### config.mk
export PLATFORM = sky130hd
export DESIGN_NAME = stopwatch_ctrl_flat
export DESIGN_NICKNAME = d
export VERILOG_FILES = /design/src/rtl/stopwatch_ctrl_if.sv /design/src/rtl/stopwatch_ctrl.sv /design/src/flat_wrapper.sv
export SDC_FILE = /design/constraint.sdc
export NUM_CORES = 1
export LEC_CHECK = 0
export ABC_AREA = 1
export ABC_CLOCK_PERIOD_IN_PS = 2250
export CAP_MARGIN = 15
export CORE_ASPECT_RATIO = 0.9
export CORE_MARGIN = 8
export CORE_UTILIZATION = 35
export CTS_BUF_LIST = sky130_fd_sc_hd__clkbuf_16
export DETAILED_ROUTE_END_ITERATION = 8
export HOLD_SLACK_MARGIN = 0.06
export PLACE_DENSITY = 0.6
export SYNTH_ARGS = -nofsm -noshare
export SYNTH_HDL_FRONTEND = slang
export SYNTH_SLANG_ARGS = --single-unit
### constraint.sdc
create_clock -name clk -period 2.25 [get_ports clk]
set_clock_uncertainty 0.15 [all_clocks]
set_input_delay 0.3375 -clock clk [delete_from_list [all_inputs] [get_ports clk]]
set_output_delay 0.3375 -clock clk [all_outputs]
set_load 0.005 [all_outputs]
### src/rtl/stopwatch_ctrl_if.sv
// Button levels into the stopwatch sequencer and its controls out to the
// time counter / display mux.
interface stopwatch_ctrl_if;
  logic       btn_ss;
  logic       btn_lap;
  logic       btn_clr;
  logic       tick;
  logic       clr_cnt;
  logic       running;
  logic       freeze;
  logic [1:0] state;

  modport master (
    output btn_ss, btn_lap, btn_clr,
    input  tick, clr_cnt, running, freeze, state
  );

  modport slave (
    input  btn_ss, btn_lap, btn_clr,
    output tick, clr_cnt, running, freeze, state
  );
endinterface

### src/rtl/stopwatch_ctrl.sv
// Stopwatch control sequencer: press detection, run/pause/lap FSM, tick prescaler.
// Define STOPWATCH_LAP_EN to build the LAP state, lap button logic and freeze.
module stopwatch_ctrl #(
  parameter int CLK_DIV = 270000
) (
  input  logic             clk,
  input  logic             rst,
  stopwatch_ctrl_if.slave  bus
);

  localparam int DW = $clog2(CLK_DIV);
  localparam logic [DW-1:0] DIV_LAST = DW'(CLK_DIV - 1);

  typedef enum logic [1:0] {
    IDLE  = 2'b00,
    RUN   = 2'b01,
    LAP   = 2'b10,
    PAUSE = 2'b11
  } state_t;

  state_t        state_q;
  logic [DW-1:0] div_cnt;
  logic          prev_ss;
  logic          prev_clr;
  logic          tick_q;
  logic          clr_q;
  logic          ev_ss;
  logic          ev_clr;
  logic          wrap;

  // A press is the falling edge of the conditioned level.
  assign ev_ss  = prev_ss & ~bus.btn_ss;
  assign ev_clr = prev_clr & ~bus.btn_clr;
  assign wrap   = (div_cnt == DIV_LAST);

`ifdef STOPWATCH_LAP_EN
  logic prev_lap;
  logic ev_lap;
  assign ev_lap = prev_lap & ~bus.btn_lap;
`else
  logic unused_btn_lap;
  assign unused_btn_lap = bus.btn_lap;
`endif

  always_ff @(posedge clk) begin
    if (rst) begin
      state_q  <= IDLE;
      div_cnt  <= '0;
      prev_ss  <= 1'b0;
      prev_clr <= 1'b0;
      tick_q   <= 1'b0;
      clr_q    <= 1'b0;
`ifdef STOPWATCH_LAP_EN
      prev_lap <= 1'b0;
`endif
    end else begin
      prev_ss  <= bus.btn_ss;
      prev_clr <= bus.btn_clr;
`ifdef STOPWATCH_LAP_EN
      prev_lap <= bus.btn_lap;
`endif
      tick_q <= 1'b0;
      clr_q  <= 1'b0;
      case (state_q)
        IDLE: begin
          div_cnt <= '0;
          if (ev_clr)     clr_q   <= 1'b1;
          else if (ev_ss) state_q <= RUN;
        end
        RUN: begin
          // Leaving for PAUSE holds the prescaler, suppressing a coincident wrap.
          if (ev_ss) begin
            state_q <= PAUSE;
          end else begin
            if (wrap) begin
              div_cnt <= '0;
              tick_q  <= 1'b1;
            end else begin
              div_cnt <= div_cnt + DW'(1);
            end
`ifdef STOPWATCH_LAP_EN
            if (ev_lap) state_q <= LAP;
`endif
          end
        end
`ifdef STOPWATCH_LAP_EN
        LAP: begin
          if (ev_ss) begin
            state_q <= PAUSE;
          end else begin
            if (wrap) begin
              div_cnt <= '0;
              tick_q  <= 1'b1;
            end else begin
              div_cnt <= div_cnt + DW'(1);
            end
            if (ev_lap) state_q <= RUN;
          end
        end
`endif
        PAUSE: begin
          if (ev_clr) begin
            state_q <= IDLE;
            clr_q   <= 1'b1;
            div_cnt <= '0;
          end else if (ev_ss) begin
            state_q <= RUN;
          end
        end
        default: state_q <= IDLE;
      endcase
    end
  end

  assign bus.tick    = tick_q;
  assign bus.clr_cnt = clr_q;
  assign bus.state   = state_q;
  assign bus.running = (state_q == RUN) || (state_q == LAP);
`ifdef STOPWATCH_LAP_EN
  assign bus.freeze  = (state_q == LAP);
`else
  assign bus.freeze  = 1'b0;
`endif

endmodule

### src/flat_wrapper.sv
// flat-port wrapper written by rule: the top's interface ports become plain ports
module stopwatch_ctrl_flat 
#(
  parameter int CLK_DIV = 270000
)
  (clk, rst, bus_btn_ss, bus_btn_lap, bus_btn_clr, bus_tick, bus_clr_cnt, bus_running, bus_freeze, bus_state);
  stopwatch_ctrl_if bus_i ();
  input  logic clk;
  input  logic rst;
  input wire logic [$bits(bus_i.btn_ss)-1:0] bus_btn_ss;
  input wire logic [$bits(bus_i.btn_lap)-1:0] bus_btn_lap;
  input wire logic [$bits(bus_i.btn_clr)-1:0] bus_btn_clr;
  output wire logic [$bits(bus_i.tick)-1:0] bus_tick;
  output wire logic [$bits(bus_i.clr_cnt)-1:0] bus_clr_cnt;
  output wire logic [$bits(bus_i.running)-1:0] bus_running;
  output wire logic [$bits(bus_i.freeze)-1:0] bus_freeze;
  output wire logic [$bits(bus_i.state)-1:0] bus_state;
  assign bus_i.btn_ss = bus_btn_ss;
  assign bus_i.btn_lap = bus_btn_lap;
  assign bus_i.btn_clr = bus_btn_clr;
  assign bus_tick = bus_i.tick;
  assign bus_clr_cnt = bus_i.clr_cnt;
  assign bus_running = bus_i.running;
  assign bus_freeze = bus_i.freeze;
  assign bus_state = bus_i.state;
  stopwatch_ctrl #(.CLK_DIV(CLK_DIV)) u_core (.clk(clk), .rst(rst), .bus(bus_i));
endmodule
### Yosys cells after proc, flatten, opt, wreduce, memory -nomap -nowiden

Cells that the tools add are included.

| storage, ports and cells | value |
|---|---|
| bits in registers | 25 |
| input bits | 5 |
| output and inout bits | 6 |
| word-level logic and storage cells | 40 |

| operators by class | value |
|---|---|
| $add $sub $neg | 1 |
| equal/unequal tests | 8 |
| multiplexer cells | 11 |
| bitwise gates (word level) | 6 |
| reduce and logical (&&, ||, !) cells | 8 |

Operators with widths:

| cell | count |
|---|---|
| $mux W19 | 3 |
| $pmux W19 S3 | 1 |
| $add A19 B1 Y19 const B | 1 |
| $eq A19 B19 Y1 const B | 1 |
| $mux W2 | 4 |
| $pmux W2 S3 | 1 |
| $eq A2 B2 Y1 const B | 2 |
| $ne A2 B1 Y1 const B | 2 |
| $ne A2 B2 Y1 const B | 2 |
| $not A1 Y1 | 4 |
| $reduce_or A2 Y1 | 2 |
| $reduce_and A3 Y1 | 1 |
| $reduce_bool A3 Y1 | 1 |
| $reduce_or A3 Y1 | 1 |
| $and A1 B1 Y1 | 2 |
| $eq A2 B1 Y1 const B | 1 |
| $logic_not A2 Y1 | 1 |
| $mux W1 | 2 |
| $reduce_and A2 Y1 | 1 |
| $logic_or A1 B1 Y1 | 1 |

### Logic depth before layout (Yosys ltp)

| logic depth | value |
|---|---|
| depth after elaboration | 5 |
| depth in mapped cells | 11 |
| depth with buffers taken out | 10 |

### Worst setup path after synthesis

Ideal clock, no wire load.

| path | value |
|---|---|
| path type | register -> register |
| start point | reg u_core.state_q[1] (netlist: u_core.bus.state[1]) |
| end point | reg u_core.div_cnt[5] |
| setup time | 114 ps |
| data arrival time | 1388 ps |
| data required time | 1986 ps |
| slack | 598 ps |
| stages on the path, launching flop included | 11 |
| path buffers | 2 |
| clock period less this slack | 1652 ps |
| cells stage by stage | dfxtp_1 -> inv_1 -> ha_1 -> buf_2 -> nand2_2 -> nand3_4 -> inv_4 -> buf_6 -> nand3_1 -> nand2_1 -> a21oi_2 |

| between the ends | value |
|---|---|
| longest elaborated chain between the ends | 3 |
| elaborated cells on any way between the ends | 8 |
| classes of those cells | 4 x eq/ne; 1 x mux; 3 x reduce/logical |

RTL lines:

| what | line | source |
|---|---|---|
| start: declaration | stopwatch_ctrl.sv:21 | `state_t state_q;` |
| start signal: assignment | stopwatch_ctrl.sv:47 | `state_q <= IDLE;` |
| start signal: assignment | stopwatch_ctrl.sv:68 | `else if (ev_ss) state_q <= RUN;` |
| start signal: assignment | stopwatch_ctrl.sv:73 | `state_q <= PAUSE;` |
| $eq A2 B1 Y1 (tied with other cells) | stopwatch_ctrl.sv:64 | `case (state_q)` |
| $ne A2 B2 Y1 (no source line) (tied with other cells) | -- |  |
| $reduce_and A3 Y1 (no source line) | -- |  |
| end signal: assignment | stopwatch_ctrl.sv:79 | `div_cnt <= div_cnt + DW'(1);` |
| end: declaration | stopwatch_ctrl.sv:22 | `logic [DW-1:0] div_cnt;` |

Several ways; a longest one is shown, not always the timed one.
A chain may end at the register's enable or synchronous reset.

### Worst setup path in the final report

| path | value |
|---|---|
| start point | reg u_core.state_q[0] (netlist: u_core.bus.state[0]) |
| end point | out bus_running |

| between the ends | value |
|---|---|
| longest elaborated chain between the ends | 2 |
| elaborated cells on any way between the ends | 3 |
| classes of those cells | 2 x eq/ne; 1 x reduce/logical |

RTL lines:

| what | line | source |
|---|---|---|
| $eq A2 B1 Y1 / $eq A2 B2 Y1 (equally long branches) | stopwatch_ctrl.sv:118 | `assign bus.running = (state_q == RUN) \|\| (state_q == LAP);` |
| $logic_or A1 B1 Y1 * | stopwatch_ctrl.sv:118 |  |
| end: declaration | flat_wrapper.sv:15 | `output wire logic [$bits(bus_i.running)-1:0] bus_running;` |

Every way passes the cells marked *; elsewhere a longest branch is shown, timed or not.

==> results.txt <==
----------------------------------------------------
[Clock network]
  Post-CTS resize count ... 0
  Post-CTS clock slew at the launch and capture registers of the worst setup and hold paths ... 70 ps
  Maximum clock path buffer count ... 2
  Number of buffers added to fix hold violations after cts ... 0
  Clock Root Buffer ... sky130_fd_sc_hd__clkbuf_16
  # H-tree levels ... 1
  Clock latency on the worst-skew pair ... 260 ps
  Total CTS buffers ... 3
  Number of setup buffers added after CTS ... 0
  Number of sinks handled by clock tree synthesis ... 25
  CTS tree ... yes

[Setup path]
  Class of the most critical setup path ... reg2out
  Data required time at the worst endpoint ... 1760 ps
  Crit path from ... u_core.bus.state[0]
  Startpoint Class ... register
  Data arrival time of the critical path ... 1610 ps
  Maximum fanout along the worst path ... 6
  Worst R2R Start ... u_core.bus.state[0]
  Element type at the critical path end ... primary output

[Placed design]
  Half-perimeter wire length of the detailed placement result ... 2781 um
  Placement-stage worst setup slack ... 219.6 ps
  Number of input and output port buffers inserted ... 8
  Placed cell area ... 0.001735 mm2
  Final Wtd Congestion ... 0.8712

[GRT]
  Number of global-route vias before repair ... 1365
  Overall global routing resource usage ... 11.19%
  Antenna violations before repair ... 0
  Maximum number of pins on one net before global-route repair ... 14
  Total overflow reported by the global router ... 0
  Global-route wire length before repair ... 6285 um

[Finish]
  Fraction of layout instances using a drive strength above 1 ... 13.33%
  Most frequent cells in the layout ... 69 x sky130_fd_sc_hd__nand2_1, 32 x sky130_fd_sc_hd__inv_1, 31 x sky130_fd_sc_hd__nor2_1
  Commonest non-fill, non-tap cell in the layout ... sky130_fd_sc_hd__nand2_1
  Total non-filler cell area in the finished layout ... 0.001814 mm2
  Antenna fix cells ... 0
  Post-layout nets ... 266
  Layout Utilization ... 41.20%
  Area growth, synth to finish ... 14.08%

[Die]
  Core box area ... 0.004403 mm2
  Cell row count ... 23
  Die height ... 79.95 um
  Total I/O pin count ... 11
  Initial standard-cell utilization of the core ... 36.12%
  Die area ... 0.006959 mm2
  Die W ... 87.05 um

[Yosys]
  Count of unique library cells instantiated by Yosys ... 32
  Average instance area after synthesis ... 6.491 um2
  Sequential cell area fraction in the yosys report ... 31.47%
  Cell type contributing the most total cell area after synthesis ... sky130_fd_sc_hd__dfxtp_1
  Cell area after synthesis ... 0.001590 mm2
  Total nets after synthesis ... 255
  Post-synth ARST share ... 0%
  Synth top area share ... 31.47%
  Cells after Synth ... 245
  Most instantiated flip-flop cell in the synthesis netlist ... sky130_fd_sc_hd__dfxtp_1
  Post-synthesis register bit count ... 25
  EDFF count, synth ... 0
  Leading post-synthesis cells by cell area ... sky130_fd_sc_hd__dfxtp_1 31%, sky130_fd_sc_hd__nand2_1 16%, sky130_fd_sc_hd__inv_1 7.3%
  Count of yosys warnings during synthesis ... 0

[Routing]
  DRC violation count after routing ... 0
  Met1 routed wirelength after detailed routing ... 1764 um
  Detailed-route wire length ... 3563 um
  Via density per instance ... 4.580
  Met3 wire length ... 163 um
  Total number of vias ... 1452
  DRT Pass-1 Iters ... 4
  Average detailed-routed wire length per instance ... 11.24 um
  Iteration-0 DRC Markers ... 108
  Uppermost routed layer ... met4
  Antenna Violating Nets Remaining ... 0
  Wire length on met2 ... 1607 um

[Pwr]
  Pint ... 893.8 uW
  Pleak ... 0.0007127 uW
  Part of the total power dissipated in sequential elements ... 35.3%
  Combinational group share of total power ... 36.7%
  Power per cell area ... 777.9 mW/mm2
  Clk pwr share ... 28.0%
  VDD IR max ... 0.3244 mV
  Power spent charging and discharging nets ... 517.4 uW
  Switching share of power ... 36.67%

[Timing]
  Smallest setup slack after layout ... 156.1 ps
  Final worst hold slack ... 353.6 ps
  Total negative setup slack ... 0 ps
  Final number of hold-violating endpoints ... 0
  Final Max Tran Viols ... 0
  Final period util ... 93.06%
  Upper clock frequency limit ... 477.6 MHz
  Setup-failing EPs final ... 0
  Tmin final ... 2094 ps
  Setup repair after global routing missed its margin ... false

[Worst hold path]
  Start point of the worst min-delay path ... u_core.div_cnt[1]
  Worst hold path class ... reg2reg

[Run]
  Number of max-capacitance violations reported ... 0

[Outcome]
  Status ... completed

----------------------------------------------------
## sequential cells by signal (all words and copies together), names as in the netlist
name / cells
u_core.prev_clr: 1
u_core.bus.tick: 1
u_core.bus.clr_cnt: 1
u_core.bus.state: 2
u_core.div_cnt: 19
u_core.prev_ss: 1
## power groups by stage
| stage | Combinational [uW] | Sequential (uW) | Clock, uW |
|---|---|---|---|
| final | 518 | 499 | 395 |
| after global routing | 578 | 505 | 427 |
| after CTS | 521 | 500 | 413 |
| after detailed placement | 521 | 509 | 0 |
| after global placement | 515 | 509 | 0 |
| after floorplan | 373 | 503 | 0 |
## synth_stat cells, types with 2 or more instances
master and instances:
sky130_fd_sc_hd__buf_4 2, sky130_fd_sc_hd__a21oi_1 6, sky130_fd_sc_hd__nor2_2 7, sky130_fd_sc_hd__o21ai_1 2, sky130_fd_sc_hd__o21bai_1 2, sky130_fd_sc_hd__nand2_4 2
sky130_fd_sc_hd__nand2_1 69, sky130_fd_sc_hd__o21ai_0 6, sky130_fd_sc_hd__nand4_1 5, sky130_fd_sc_hd__dfxtp_1 25, sky130_fd_sc_hd__ha_1 5, sky130_fd_sc_hd__inv_1 31
sky130_fd_sc_hd__a21oi_2 4, sky130_fd_sc_hd__nor2_4 2, sky130_fd_sc_hd__nor2_1 31, sky130_fd_sc_hd__nand3_1 18, sky130_fd_sc_hd__inv_2 2, sky130_fd_sc_hd__nand2_2 7
sky130_fd_sc_hd__xor2_1 2, sky130_fd_sc_hd__nor3_1 5
## layout make-up
class                           count  area (um2)
Fill cell                         478        2589
Tap cell                           62       77.57
Clock inverter                      1       3.754
Sequential cell                    25       500.5
Multi-Input combinational cell    181       924.6
Inverter                           34       130.1
Clock buffer                        3       75.07
Timing Repair Buffer               11       102.6
## worst paths after layout
kind                            slack [ps]  cells after the start                 to
worst max register to register         410                      8  u_core.div_cnt[7]
worst max-delay path                   160                      3        bus_running
worst min-delay path                   350                      2  u_core.div_cnt[1]
worst min register to register         350                      2  u_core.div_cnt[1]
## critical path, stage by stage, from the launching register on
cell and delay [ps]:
sky130_fd_sc_hd__dfxtp_1 440, sky130_fd_sc_hd__inv_1 90, sky130_fd_sc_hd__ha_1 310, sky130_fd_sc_hd__clkdlybuf4s50_1 500
## cells by family (layout without fill, tap and decap cells)
kind of cell / after synthesis / count (layout) / synth area share [%]
and+or+nand+nor: 151 / 151 / 44.30
buffers and inverters: 39 / 49 / 10.38
DFF: 25 / 25 / 31.47
AOI/OAI and AO/OA: 21 / 21 / 8.025
adders and majority gates: 5 / 5 / 3.934
xor gates and xnor gates: 3 / 3 / 1.653
other: 1 / 1 / 0.2358
## stage by stage
stage / total power (uW) / instances
after floorplan: 875.4 / 245
after global placement: 1024 / 313
after detailed placement: 1030 / 313
after CTS: 1434 / 317
after global routing: 1510 / 317
final: 1411 / 317
## per-layer routing
metal	up-vias	track usage, %
met4	0	2.749
li1	781	-
met5	-	0
met2	26	17.84
met3	6	2.881
met1	639	14.59
(Power assumes the default switching activity.)
